File: src/rtl/sort_pkg.sv
// rtl/sort_pkg.sv - shared sizes and state encoding for the sort host
//
// Purpose: default job geometry (N words of W bits), index width, and the
// one-hot state encoding used by sort_host.
package sort_pkg;

  localparam int N     = 32;
  localparam int W     = 7;
  localparam int IDX_W = (N > 1) ? $clog2(N) : 1;

  typedef enum logic [4:0] {
    S_LOAD   = 5'b00001,
    S_START  = 5'b00010,
    S_WAIT   = 5'b00100,
    S_UNLOAD = 5'b01000,
    S_ACK    = 5'b10000
  } state_e;

endpackage

File: src/rtl/sort_host.sv
// rtl/sort_host.sv - serial load / sorter handshake / serial unload host
//
// Purpose: collects N words from a serial input stream into a packed job,
// hands the job to an external sorter (start/done/ack), captures the sorted
// result and replays it as a serial output stream.
//
// Ports:
//   clk, reset             clock, asynchronous active-high reset
//   in_valid/in_data/in_ready            serial word input
//   out_valid/out_data/out_last/out_ready serial sorted output
//   a_flat                 packed unsorted job to the sorter (word i at [i*W +: W])
//   b_flat                 packed sorted result from the sorter
//   start, done, ack       job handshake with the sorter
//   busy                   high whenever not loading
module sort_host
#(
  parameter int N = sort_pkg::N,
  parameter int W = sort_pkg::W
)
(
  input  logic           clk,
  input  logic           reset,
  input  logic           in_valid,
  input  logic [W-1:0]   in_data,
  output logic           in_ready,
  output logic           out_valid,
  output logic [W-1:0]   out_data,
  output logic           out_last,
  input  logic           out_ready,
  output logic [N*W-1:0] a_flat,
  input  logic [N*W-1:0] b_flat,
  output logic           start,
  input  logic           done,
  output logic           ack,
  output logic           busy
);

  import sort_pkg::*;

  localparam int IW = (N > 1) ? $clog2(N) : 1;

  state_e          state_q, state_d;
  logic [IW-1:0]   idx_q, idx_d;
  logic [N*W-1:0]  a_q;
  logic [N*W-1:0]  res_q;
  logic            idx_last;

  assign idx_last = (idx_q == IW'(N - 1));

  // State and the single shared index.
  always_ff @(posedge clk or posedge reset) begin
    if (reset) begin
      state_q <= S_LOAD;
      idx_q   <= '0;
    end else begin
      state_q <= state_d;
      idx_q   <= idx_d;
    end
  end

  // Job buffer: written only while loading, so the sorter sees a stable
  // value in every other state.
  always_ff @(posedge clk or posedge reset) begin
    if (reset) begin
      a_q <= '0;
    end else if (state_q == S_LOAD && in_valid) begin
      a_q[int'(idx_q)*W +: W] <= in_data;
    end
  end

  // Result buffer: captured on the first done seen while waiting.
  always_ff @(posedge clk or posedge reset) begin
    if (reset) begin
      res_q <= '0;
    end else if (state_q == S_WAIT && done) begin
      res_q <= b_flat;
    end
  end

  always_comb begin
    state_d = state_q;
    idx_d   = idx_q;
    unique case (state_q)
      S_LOAD: begin
        if (in_valid) begin
          if (idx_last) begin
            idx_d   = '0;
            state_d = S_START;
          end else begin
            idx_d = idx_q + IW'(1);
          end
        end
      end
      S_START: state_d = S_WAIT;
      // done is only meaningful here; elsewhere a stale level is ignored.
      S_WAIT: begin
        if (done) state_d = S_UNLOAD;
      end
      // out_valid is always high in UNLOAD, so out_ready alone marks a beat.
      S_UNLOAD: begin
        if (out_ready) begin
          if (idx_last) begin
            idx_d   = '0;
            state_d = S_ACK;
          end else begin
            idx_d = idx_q + IW'(1);
          end
        end
      end
      S_ACK: begin
        if (!done) state_d = S_LOAD;
      end
      default: begin
        state_d = S_LOAD;
        idx_d   = '0;
      end
    endcase
  end

  // All handshake outputs decode only the state/index registers, so no
  // input reaches an output combinationally.
  assign in_ready  = (state_q == S_LOAD);
  assign busy      = (state_q != S_LOAD);
  assign start     = (state_q == S_START);
  assign ack       = (state_q == S_ACK);
  assign out_valid = (state_q == S_UNLOAD);
  assign out_last  = (state_q == S_UNLOAD) && idx_last;
  assign out_data  = (state_q == S_UNLOAD) ? res_q[int'(idx_q)*W +: W] : '0;
  assign a_flat    = a_q;

endmodule

File: config.mk
export PLATFORM = sky130hd
export DESIGN_NAME = sort_host
export DESIGN_NICKNAME = d
export VERILOG_FILES = /design/src/rtl/sort_pkg.sv /design/src/rtl/sort_host.sv
export SDC_FILE = /design/constraint.sdc
export NUM_CORES = 1
export LEC_CHECK = 0
export ABC_AREA = 1
export BUFFER_PORTS_ARGS = -buffer_cell sky130_fd_sc_hd__buf_2
export CAP_MARGIN = 20
export CORE_ASPECT_RATIO = 0.6
export CORE_MARGIN = 3
export CORE_UTILIZATION = 58
export DETAILED_ROUTE_END_ITERATION = 10
export PLACE_DENSITY = 0.94
export SYNTH_ARGS = -nofsm -noshare
export SYNTH_HDL_FRONTEND = slang
export SYNTH_SLANG_ARGS = --single-unit
export TNS_END_PERCENT = 30
File: constraint.sdc
create_clock -name clk -period 40.1 [get_ports clk]
set_input_delay 6.015 -clock clk [delete_from_list [all_inputs] [get_ports clk]]
set_output_delay 6.015 -clock clk [all_outputs]
set_load 0.1 [all_outputs]
==> metrics.yaml <==
post-place-cells: 3175
first_iter_violations: 2381
synth-seq-area-share_pct: 57.9
antenna_found_initial: 9
syn-num-nets: 2622
initial_core_util_pct: 60.0
vdd_drop_max_v: 0.000105
die_area_um2: 36400
ys_ff_latch: 458
cts_tree: "yes"
portBuffers: 472
timing.final.crit_share_pct: 23.9
drtAntennaViolNets: 0
clockBufferDepth: 3
numCtsBuffers: 41
setup-tns-final_ns: 0
holdWs_ns: 0.483
place_area_um2: 22200
regArea_um2: 11500
grt_pass1_wl_um: 99300
fin_skew_ns: 0.0244
critPathRequiredTime_ns: 34.08
critPathBufInv: 3
power.total_mw: 2.12
place.gp.congestion: 0.984
synth_cell_type_count: 26
cp_top_family: "buffers and inverters"
vias_per_cell: 5.75
synth_top_cell_by_area: "dfrtp_1"
arrival_ns: 3.56
fillers: 2395
rows: 51
fin_crit_ns: 9.57
timing.final.ws_setup_ns: 30.53
max_stage_delay_ns: 0.90
crit_path_cell_trace: "buf_4 -> inv_2 -> o211ai_1 -> nand3_1 -> nand3_1 -> nand2_1 -> nor2_1 -> nor2_1 -> buf_2"
dp_slack_ns: 31.11
ioPinCount: 473
p_per_area_nw_per_um2: 89.1
hp-class: "reg -> reg"
critPathCaptureType: "primary output"
fp.dieW_um: 244
clkTransAtPathRegs_ns: 0.07
yosys-top-cells-area: "dfrtp_1, nand2_1, o21ai_0"
slew_violations: 0
finalNonFillerCells: 3260
wl_per_cell_um: 19.8
core_area_um2: 33000
tightest_slew_ns: 1.11
crit_fanout: 62
p_leak_nw: 12.4
syn_avg_cell_area_um2: 8.31
synth_area_um2: 19800
critical_path_class: "reg -> out"
drc: 0
clkSinkCount: 458
routed_wl_um: 64600
cts_setup_buffers: 0
synthCells: 2381
fmax_mhz: 104
fin_area_um2: 23800
vias: 18700
clk_latency_ns: 0.55
grt_pass1_vias: 18200
yosysTopAreaCellShare_pct: 57.8
multi_input_area_um2: 6730
max_slew_margin_pct: 25.9
slowest_stage: "inv_2"
die_y_um: 149
layout-drive-gt1-share_pct: 20.8
finalHoldViolCount: 0
area_delta_synth_final_pct: 20.1
startpoint_type: "flop"
cts_hold_buffers: 0
utilization_pct: 72.1
grt.total_usage_pct: 34.8
fin_nets: 3014
htreeDepth: 2
first_pass_iters: 6
grt_overflow_total: 0
dp_hpwl_um: 45000
cap_violations: 0
ys_warn_count: 0
rsz0062_at_grt: "false"
cts_resized: 0
root_buffer: "clkbuf_16"
status: "finished clean"
finalSetupViolations: 0
grt_max_degree: 195
## tightest hold or removal path, delay by kind of cell, from the launching register on
| kind | cells | cell delay, ns |
|---|---|---|
| flip-flops | 1 | 0.34 |
| AND/OR/NAND/NOR | 2 | 0.11 |
## layout make-up
class,instances,share of cell area (%)
sequential,458,48.2
multi-input combinational,1517,28.3
timing repair buffer,491,10.9
clock buffer,53,4.77
inverter,264,4.25
tap,450,2.37
clock inverter,20,1.10
antenna,7,0.0737
## per-layer routing
| layer | global-route usage, % | share of wire [%] | vias to the layer above |
|---|---|---|---|
| met2 | 52.3 | 44 | 1291 |
| li1 | - | - | 8298 |
| met1 | 48.6 | 39 | 8909 |
| met5 | 0 | 0.042 | - |
| met4 | 14.9 | 5.0 | 4 |
| met3 | 9.13 | 12 | 244 |
## registers in the layout, summed over array words and instances (netlist names)
signal / count
state_q: 5
res_q: 224
idx_q: 5
a_flat: 224
## power by group
| part | internal [mW] | switching (mW) |
|---|---|---|
| registers | 0.632 | 0.0784 |
| logic | 0.194 | 0.797 |
| clock network | 0.239 | 0.179 |
| total | 1.07 | 1.05 |
## logic make-up after synthesis
family,after synthesis,synth area share (%)
AO/OA/AOI/OAI,454,11.7
flip-flops,458,57.9
XOR/XNOR,5,0.316
buffers and inverters,406,8.12
adder cells (fa/ha/maj),5,0.316
AND/OR/NAND/NOR,1053,21.7
## layout by cell type, fill, tap and decap left out, types with 8 or more instances in the layout
| master | count |
|---|---|
| clkinv_2 | 10 |
| o21ai_0 | 384 |
| nand2_2 | 9 |
| inv_1 | 255 |
| nor3_1 | 16 |
| nor2_1 | 47 |
| buf_4 | 14 |
| dfrtp_1 | 455 |
| nand3_1 | 200 |
| buf_2 | 472 |
| o21ai_1 | 56 |
| clkbuf_16 | 43 |
| clkbuf_1 | 8 |
| nand2_1 | 772 |
| o211ai_1 | 14 |
## final timing paths
check	startpoint	cells after the start	to	slack [ns]
min	res_q[87]	2	res_q[87]	0.48
min in group asynchronous	reset	2	a_flat[189]	5.48
max	idx_q[1]	9	out_data[0]	30.53
max reg2reg	idx_q[1]	9	a_flat[14]	35.99
min reg2reg	res_q[87]	2	res_q[87]	0.48
max in group asynchronous	reset	4	a_flat[159]	32.36
## cells in the mapped netlist
| library cell | count |
|---|---|
| buf_1 | 12 |
| buf_2 | 64 |
| clkbuf_1 | 66 |
| clkinv_1 | 1 |
| dfrtp_1 | 457 |
| dfstp_2 | 1 |
| ha_1 | 5 |
| inv_1 | 258 |
| inv_2 | 4 |
| inv_4 | 1 |
| nand2_1 | 772 |
| nand2_2 | 9 |
| nand3_1 | 200 |
| nand3_2 | 1 |
| nand4_1 | 5 |
| nor2_1 | 47 |
| nor2_4 | 1 |
| nor2_8 | 1 |
| nor3_1 | 16 |
| o211ai_1 | 14 |
| o21ai_0 | 384 |
| o21ai_1 | 56 |
| or2_2 | 1 |
| xnor2_1 | 1 |
| xor2_1 | 3 |
| xor2_4 | 1 |
Power figures use the tool's default switching activity.
